--- src/rtl/action_ram_arbiter.sv ---
`timescale 1ns/1ps
// action_ram_arbiter
//
// Shares one board/action RAM between two requesters: the player-move logic
// (p0) and the move-evaluation engine (p1). It also runs a board-clear
// sequence that zero-fills a contiguous address window at game start.
// Exactly one RAM transaction is in flight at a time. Ties between p0 and p1
// are broken round-robin, and a pending clear always goes ahead of any waiting
// request.
//
// Ports
//   clock, reset_n            system clock, asynchronous active-low reset
//   clear_start / clear_busy  clear request pulse / clear pending-or-running
//   pN_req/we/addr/wdata      requester N command, held stable until pN_gnt
//   pN_gnt                    one-cycle pulse: command accepted
//   pN_rvalid / pN_rdata      one-cycle pulse / read data (held until next read)
//   ram_write_enable, ram_write_address, ram_d_in   RAM write port
//   ram_read_address, ram_d_out                     RAM read port (1-clock read)
module action_ram_arbiter #(
  parameter int          ADDR_W     = 18,
  parameter int          DATA_W     = 16,
  parameter int unsigned CLEAR_BASE = 0,
  parameter int unsigned CLEAR_LEN  = 9
) (
  input  logic              clock,
  input  logic              reset_n,
  input  logic              clear_start,
  output logic              clear_busy,
  input  logic              p0_req,
  input  logic              p0_we,
  input  logic [ADDR_W-1:0] p0_addr,
  input  logic [DATA_W-1:0] p0_wdata,
  output logic              p0_gnt,
  output logic              p0_rvalid,
  output logic [DATA_W-1:0] p0_rdata,
  input  logic              p1_req,
  input  logic              p1_we,
  input  logic [ADDR_W-1:0] p1_addr,
  input  logic [DATA_W-1:0] p1_wdata,
  output logic              p1_gnt,
  output logic              p1_rvalid,
  output logic [DATA_W-1:0] p1_rdata,
  output logic              ram_write_enable,
  output logic [ADDR_W-1:0] ram_write_address,
  output logic [DATA_W-1:0] ram_d_in,
  output logic [ADDR_W-1:0] ram_read_address,
  input  logic [DATA_W-1:0] ram_d_out
);

  // The clear counter must be able to hold CLEAR_LEN itself, which marks the
  // "all writes issued" step.
  localparam int                CNT_W  = (CLEAR_LEN < 2) ? 1 : $clog2(CLEAR_LEN + 1);
  localparam logic [ADDR_W-1:0] BASE_A = ADDR_W'(CLEAR_BASE);
  localparam logic [CNT_W-1:0]  LAST_K = CNT_W'(CLEAR_LEN);

  typedef enum logic [1:0] {S_IDLE, S_ISSUE, S_WAIT, S_CLEAR} state_t;

  state_t            state;
  logic              last_winner;    // 1 = p1 won the most recent grant
  logic              owner;          // 1 = in-flight transaction belongs to p1
  logic              op_read;        // in-flight transaction is a read
  logic              clear_pending;
  logic [CNT_W-1:0]  clr_cnt;

  logic              pick_p1;
  logic              sel_we;
  logic [ADDR_W-1:0] sel_addr;
  logic [DATA_W-1:0] sel_wdata;

  // p1 wins when it is the only requester, or on a tie when p0 won last time.
  assign pick_p1   = p1_req && (!p0_req || !last_winner);
  assign sel_we    = pick_p1 ? p1_we    : p0_we;
  assign sel_addr  = pick_p1 ? p1_addr  : p0_addr;
  assign sel_wdata = pick_p1 ? p1_wdata : p0_wdata;

  // NOTE: all state and outputs are registers updated with non-blocking
  // assignments, so every branch below reads the values from before the edge.
  always_ff @(posedge clock or negedge reset_n) begin
    if (!reset_n) begin
      state             <= S_IDLE;
      last_winner       <= 1'b1;
      owner             <= 1'b0;
      op_read           <= 1'b0;
      clear_pending     <= 1'b0;
      clr_cnt           <= '0;
      clear_busy        <= 1'b0;
      p0_gnt            <= 1'b0;
      p0_rvalid         <= 1'b0;
      p0_rdata          <= '0;
      p1_gnt            <= 1'b0;
      p1_rvalid         <= 1'b0;
      p1_rdata          <= '0;
      ram_write_enable  <= 1'b0;
      ram_write_address <= '0;
      ram_d_in          <= '0;
      ram_read_address  <= '0;
    end else begin
      // NOTE: pulse outputs default low here so each branch only raises the
      // one it needs; nothing can be left stuck high by a forgotten branch.
      p0_gnt    <= 1'b0;
      p1_gnt    <= 1'b0;
      p0_rvalid <= 1'b0;
      p1_rvalid <= 1'b0;

      case (state)
        S_IDLE: begin
          if (clear_pending || clear_start) begin
            state      <= S_CLEAR;
            clr_cnt    <= '0;
            clear_busy <= 1'b1;
          end else if (p0_req || p1_req) begin
            state       <= S_ISSUE;
            owner       <= pick_p1;
            last_winner <= pick_p1;
            op_read     <= !sel_we;
            p0_gnt      <= !pick_p1;
            p1_gnt      <= pick_p1;
            clear_busy  <= 1'b0;
            if (sel_we) begin
              ram_write_enable  <= 1'b1;
              ram_write_address <= sel_addr;
              ram_d_in          <= sel_wdata;
            end else begin
              ram_write_enable  <= 1'b0;
              ram_read_address  <= sel_addr;
            end
          end else begin
            clear_busy <= 1'b0;
          end
        end

        S_ISSUE: begin
          // The RAM samples the command on this edge.
          ram_write_enable <= 1'b0;
          state            <= op_read ? S_WAIT : S_IDLE;
          if (clear_start) begin
            clear_pending <= 1'b1;
            clear_busy    <= 1'b1;
          end
        end

        S_WAIT: begin
          if (owner) begin
            p1_rdata  <= ram_d_out;
            p1_rvalid <= 1'b1;
          end else begin
            p0_rdata  <= ram_d_out;
            p0_rvalid <= 1'b1;
          end
          state <= S_IDLE;
          if (clear_start) begin
            clear_pending <= 1'b1;
            clear_busy    <= 1'b1;
          end
        end

        S_CLEAR: begin
          // First cycle in CLEAR is a setup cycle; writes k = 0..LEN-1 follow,
          // then one closing edge that drops write_enable and returns to IDLE.
          // clear_start is ignored while a clear is already running.
          if (clr_cnt == LAST_K) begin
            state            <= S_IDLE;
            ram_write_enable <= 1'b0;
            clr_cnt          <= '0;
            clear_pending    <= 1'b0;
            clear_busy       <= 1'b0;
          end else begin
            ram_write_enable  <= 1'b1;
            ram_write_address <= BASE_A + ADDR_W'(clr_cnt);  // wraps mod 2^ADDR_W
            ram_d_in          <= '0;
            clr_cnt           <= clr_cnt + 1'b1;
            clear_busy        <= 1'b1;
          end
        end

        default: state <= S_IDLE;
      endcase
    end
  end

endmodule
--- config.mk ---
export PLATFORM = sky130hd
export DESIGN_NAME = action_ram_arbiter
export DESIGN_NICKNAME = d
export VERILOG_FILES = /design/src/rtl/action_ram_arbiter.sv
export SDC_FILE = /design/constraint.sdc
export NUM_CORES = 1
export LEC_CHECK = 0
export CAP_MARGIN = 20
export CORE_ASPECT_RATIO = 1.75
export CORE_MARGIN = 5
export CORE_UTILIZATION = 44
export CTS_CLUSTER_DIAMETER = 150
export CTS_CLUSTER_SIZE = 40
export DETAILED_ROUTE_END_ITERATION = 6
export PLACE_DENSITY = 0.81
export SYNTH_ARGS = -nofsm -noshare
export SYNTH_HDL_FRONTEND = slang
export SYNTH_SLANG_ARGS = --single-unit
--- constraint.sdc ---
create_clock -name clock -period 2.7 [get_ports clock]
set_clock_uncertainty 0.15 [all_clocks]
set_input_delay 0.405 -clock clock [delete_from_list [all_inputs] [get_ports clock]]
set_output_delay 0.405 -clock clock [all_outputs]
set_load 0.01 [all_outputs]
-- Yosys cells after proc, flatten, opt, wreduce, memory -nomap -nowiden
Index checks and enable logic that the tools add are counted.
- add/sub/neg operators: 1
- equality and inequality tests: 12
- multiplexer cells: 41
- bitwise logic cells: 3
- reductions and logical operators: 22
- operators by type and width (operator ; count):
    $mux 18 ; 5
    $mux 16 ; 5
    $pmux 18 s2 ; 1
    $pmux 16 s2 ; 1
    $mux 1 ; 18
    $ne 2x2->1 const B ; 6
    $reduce_and 3->1 ; 3
    $mux 2 ; 4
    $mux 4 ; 2
    $pmux 2 s4 ; 1
    $pmux 4 s2 ; 1
    $reduce_and 2->1 ; 4
    $pmux 1 s3 ; 2
    $reduce_and 5->1 ; 1
    $add 4x1->4 const B ; 1
    $eq 2x2->1 const B ; 2
    $eq 4x4->1 const B ; 1
    $logic_not 1->1 ; 4
    $reduce_and 4->1 ; 1
    $reduce_bool 2->1 ; 2
    $logic_or 1x1->1 ; 3
    $ne 3x3->1 const B ; 1
    $not 1->1 ; 3
    $reduce_bool 3->1 ; 1
    6 further kinds ; 6
- flip-flop bits (word level): 100
- bits of input ports: 91
- output and inout bits: 90
- word-level logic and storage cells: 96

-- Longest topological paths before layout
- depth after elaboration: 8
- gate-level depth with buffers: 8

-- Least setup slack after synthesis
No wires, ideal clock.
- path type: register to register
- start point: reg state[0]
- end point: reg ram_read_address[0]
- library setup time: 0.126 ns
- arrival: 1.797 ns
- required time: 2.424 ns
- setup slack: 0.627 ns
- stages on the path, launching flop included: 9
- buffers on the path: 2
- period minus slack after synthesis: 2.073 ns
- cell sequence: dfrtp_1 -> inv_1 -> ha_1 -> or3b_2 -> nor2_1 -> and2_1 -> buf_4 -> buf_2 -> a21oi_1
- longest elaborated chain between the ends: 2
- ends and longest elaborated chain (what ; RTL line ; RTL):
    start: declaration ; 58 ; state_t state;
    start signal: assignment ; 135 ; state <= op_read ? S_WAIT : S_IDLE;
    $logic_not 2->1 ; 105 ; case (state)
    $reduce_and 4->1 (no source line) ; - ;
    end signal: assignment ; 125 ; ram_read_address <= sel_addr;
    end: declaration ; 46 ; output logic [ADDR_W-1:0] ram_read_address,
Every way passes these cells.
A chain may end at the register's enable or synchronous reset.

-- Worst setup path after layout
- start point: reg state[0]
- end point: reg ram_write_enable
- longest elaborated chain between the ends: 3
- elaborated cells between the ends (all ways): 8
- classes of those cells: 4 x eq/ne; 1 x mux; 3 x reduce/logical
- ends and longest elaborated chain (what ; RTL line ; RTL):
    $eq 2x2->1, or another cell as far along ; 105 ;
    $reduce_bool 3->1 (no source line) or $ne 2x2->1 (tied branches) ; - ;
    $reduce_and 3->1 (no source line) ; - ;
    end signal: assignment ; 120 ; ram_write_enable <= 1'b1;
    end signal: assignment ; 124 ; ram_write_enable <= 1'b0;
    end signal: assignment ; 134 ; ram_write_enable <= 1'b0;
    end: declaration ; 43 ; output logic ram_write_enable,
Several ways; a longest one is shown, not always the timed one.

==> summary.txt <==
Floorplanning
  • Die X: 87.24 um
  • IO Count: 181
  • Die area: 12660 um2
  • # rows: 49
  • Initial core utilization: 44.86%
  • Core area: about 10000 um2
  • Die Y: 145.2 um

Global route
  • Most used routing layer: met2
  • Initial antenna violation count: 0
  • M2 GR Usage: 34.40%
  • Global-route wire length before repair: about 20 mm
  • Met3 track demand over resource: 5.672%
  • Number of global-route vias before repair: between 3000 and 4000
  • Grt total ovfl: 0
  • Pin count of the biggest net entering global routing: 55
  • GRT Util Overall: 19.79%
  • Met1 Use GR: about 22%

Power
  • Max rail drop VDD: 0.5509 mV
  • Total power: 7.610 mW
  • Leakage power: 3.099 nW
  • P per Cell Area: 1104 nW/um2

Route
  • Vias post-DR: 3591
  • Drt via density: approximately 5.2
  • 1st-iter DRT viols: 138
  • Wire length per cell: around 18 um
  • DRC: 0
  • Total iterations of the first detailed-routing run: 4
  • Detail Route Antenna Nets: 0
  • Total wire length: ~12 mm

Outcome
  • Outcome: finished, final reports clean

Placed design
  • Placer Congestion: 0.8059
  • Hpwl dp: 9.588 mm
  • Port bufs: 180

Clock tree
  • H-tree depth: 3
  • Postcts setup bufs: 0
  • Reg clk slew, reported paths: approximately 0.06 ns
  • Later-pin clock latency in the skew report: between 0.3 and 0.4 ns
  • Clk buf depth: 2
  • Sinks on the clock net: 100
  • Root Buffer: clkbuf_16
  • CTS tree: done
  • CTS Buf Count: 9

Layout
  • Most common cell after layout, fill and taps aside: clkdlybuf4s50_1
  • Layout area overhead: 50.01%
  • N_diodes: 0
  • Fraction of layout cells with a size suffix above 1: 18.20%
  • Filler cells: 783
  • Fin nets: 658
  • Most frequent cells in the layout: clkdlybuf4s50_1 (179), dfrtp_1 (99), a21oi_1 (55)
  • Reg area: about 2500 um2
  • Area of the multi-input gates: 1937 um2

Logic synthesis
  • Netlist cell types: 35
  • Largest family of logic cells by synthesized area: multiplexers
  • Post-Synth Simple-Gate Area: about 6.4%
  • Syn Nets: 478
  • Synth Cell Area: 4593 um2
  • Yosys reg bits: 100
  • Main synth FF type: dfrtp_1
  • Seq/Total Area, Yosys: 54.51%
  • Syn Area/Cell: 12.06 um2
  • Mux cell area share after synthesis: around a quarter
  • Ys async rst share: 100.0%
  • Post-Synth Adder-Cell Area: ~1.6%
  • Post-synthesis xor/xnor area fraction: 0%
  • Yosys synthesis warning count: 0
  • Number of synthesized flops with an enable pin: 0
  • Compound-Gate Fraction of Synth Area: 10.08%
  • Mapped Cells: 381

Timing
  • Worst slew margin: between 50% and 60%
  • Max Clk Rate: around 440 MHz
  • Worst-Margin Slew: 0.6249 ns
  • Final setup viols: 0
  • RSZ-0062 raised after global routing: no
  • Period utilisation layout: a little over four fifths
  • Max Slew Vio Count: 0
  • Final Hold Fails: 0
  • Setup TNS: 0 ns
  • Fin crit period: 2.287 ns

Critical path
  • Critical path type: register to register
  • Critical Path Max Stage Delay: 0.54 ns
  • Worst-path cell chain: inv_1, ha_1, or3b_2, nor2_1, buf_4, o22ai_1, a21o_1
  • Worst endpoint data arrival time: 2.37 ns
  • Worst path required time: 2.78 ns
  • Worst-path cell with the longest stage delay: or3b_2
  • Startpoint class of the critical path: register
  • CP max FO: 20
  • Crit end category: register

Min path
  • Hold WC Path Type: register to register

Run
  • Max Cap Viol: 0
==> sequential cells by signal (all words and copies together) (netlist names), 2 cells and up <==
name               cells
ram_read_address      18
ram_write_address     18
p0_rdata              16
p1_rdata              16
ram_d_in              16
clr_cnt                4
state                  2
==> worst max-delay path: cells and delay by family (launching register included) <==
kind	cells	cell delay [ns]
compound gates	2	0.25
flops	1	0.42
fa+ha+maj	1	0.27
simple gates	2	0.72
buf+inv	2	0.36
==> final timing paths <==
kind	start	endpoint	slack [ns]	depth (start not counted)
worst min register to register	op_read$_DFFE_PN0P_	op_read$_DFFE_PN0P_	0.33	1
min in group asynchronous	reset_n	ram_d_in[3]$_DFFE_PN0P_	0.51	2
worst min-delay path	op_read$_DFFE_PN0P_	op_read$_DFFE_PN0P_	0.33	1
worst max register to register	state[0]$_DFFE_PN0P_	ram_write_enable$_DFFE_PN0P_	0.41	7
worst max-delay path	state[0]$_DFFE_PN0P_	ram_write_enable$_DFFE_PN0P_	0.41	7
max in group asynchronous	reset_n	last_winner$_DFFE_PN1P_	1.14	3
==> metal layers <==
metal / up-vias / share of wire, %
met2: 160 / 53
li1: 1678 / -
met1: 1726 / 38
met5: - / 0
met3: 27 / 7.0
met4: 0 / 2.4
==> cell type report <==
class,instances,area share (%)
clock inverters,5,0.8898
multi-input cells,248,28.11
inverters,8,0.4358
repair buffers,194,28.40
flip-flops and latches,100,36.34
clock buffers,11,3.523
well taps,127,2.306
==> power by group <==
group | internal, mW | switching [mW] | total [mW]
registers | 2.15 | 0.376 | 2.53
clock network | 0.745 | 0.537 | 1.28
logic | 2.32 | 1.48 | 3.80
==> what timing repair did <==
item,in CTS,in global routing
resized for setup,0,0
hold buffers,1,0
hold endpoints to repair,46,0
setup endpoints to repair,0,0
==> through the flow <==
stage / setup slack (ns) / cells / hold slack [ns] / area [um2] / util (%)
3_5_place_dp: 0.1450 / 676 / 0.3131 / 6576 / 64.23
2_1_floorplan: 0.6269 / 381 / -0.04059 / 4593 / -
4_1_cts: 0.4265 / 693 / 0.3322 / 6890 / 67.30
6_report: 0.4133 / 693 / 0.3293 / 6890 / 67.30
5_1_grt: 0.2602 / 693 / 0.3379 / 6890 / 67.30
3_3_place_gp: 0.2190 / 676 / 0.2980 / 6576 / 64.23
==> synth_stat cells (2+ instances only) <==
library cell	instances	area, um2
nor2b_1	2	12.51
a21o_1	5	37.54
and2_1	2	12.51
ha_1	6	75.07
nand2_1	42	157.7
o21ai_0	8	40.04
a21oi_1	55	275.3
mux2i_1	23	230.2
buf_6	3	33.78
clkbuf_1	11	41.29
nor2_1	19	71.32
buf_1	2	7.510
mux2_4	30	450.4
mux2_2	37	416.7
buf_2	8	40.04
nand3_1	2	10.01
o31ai_1	2	15.01
a22o_1	2	17.52
inv_1	8	30.03
dfrtp_1	99	2477
==> cells by family (layout without fill, tap and decap cells) <==
| group | count (synthesis) | after routing |
|---|---|---|
| mux | 90 | 90 |
| compound gates | 81 | 81 |
| buf+inv | 33 | 218 |
| flops | 100 | 100 |
| fa+ha+maj | 6 | 6 |
| simple gates | 71 | 71 |
No activity file was read; power rests on OpenSTA's default activity.
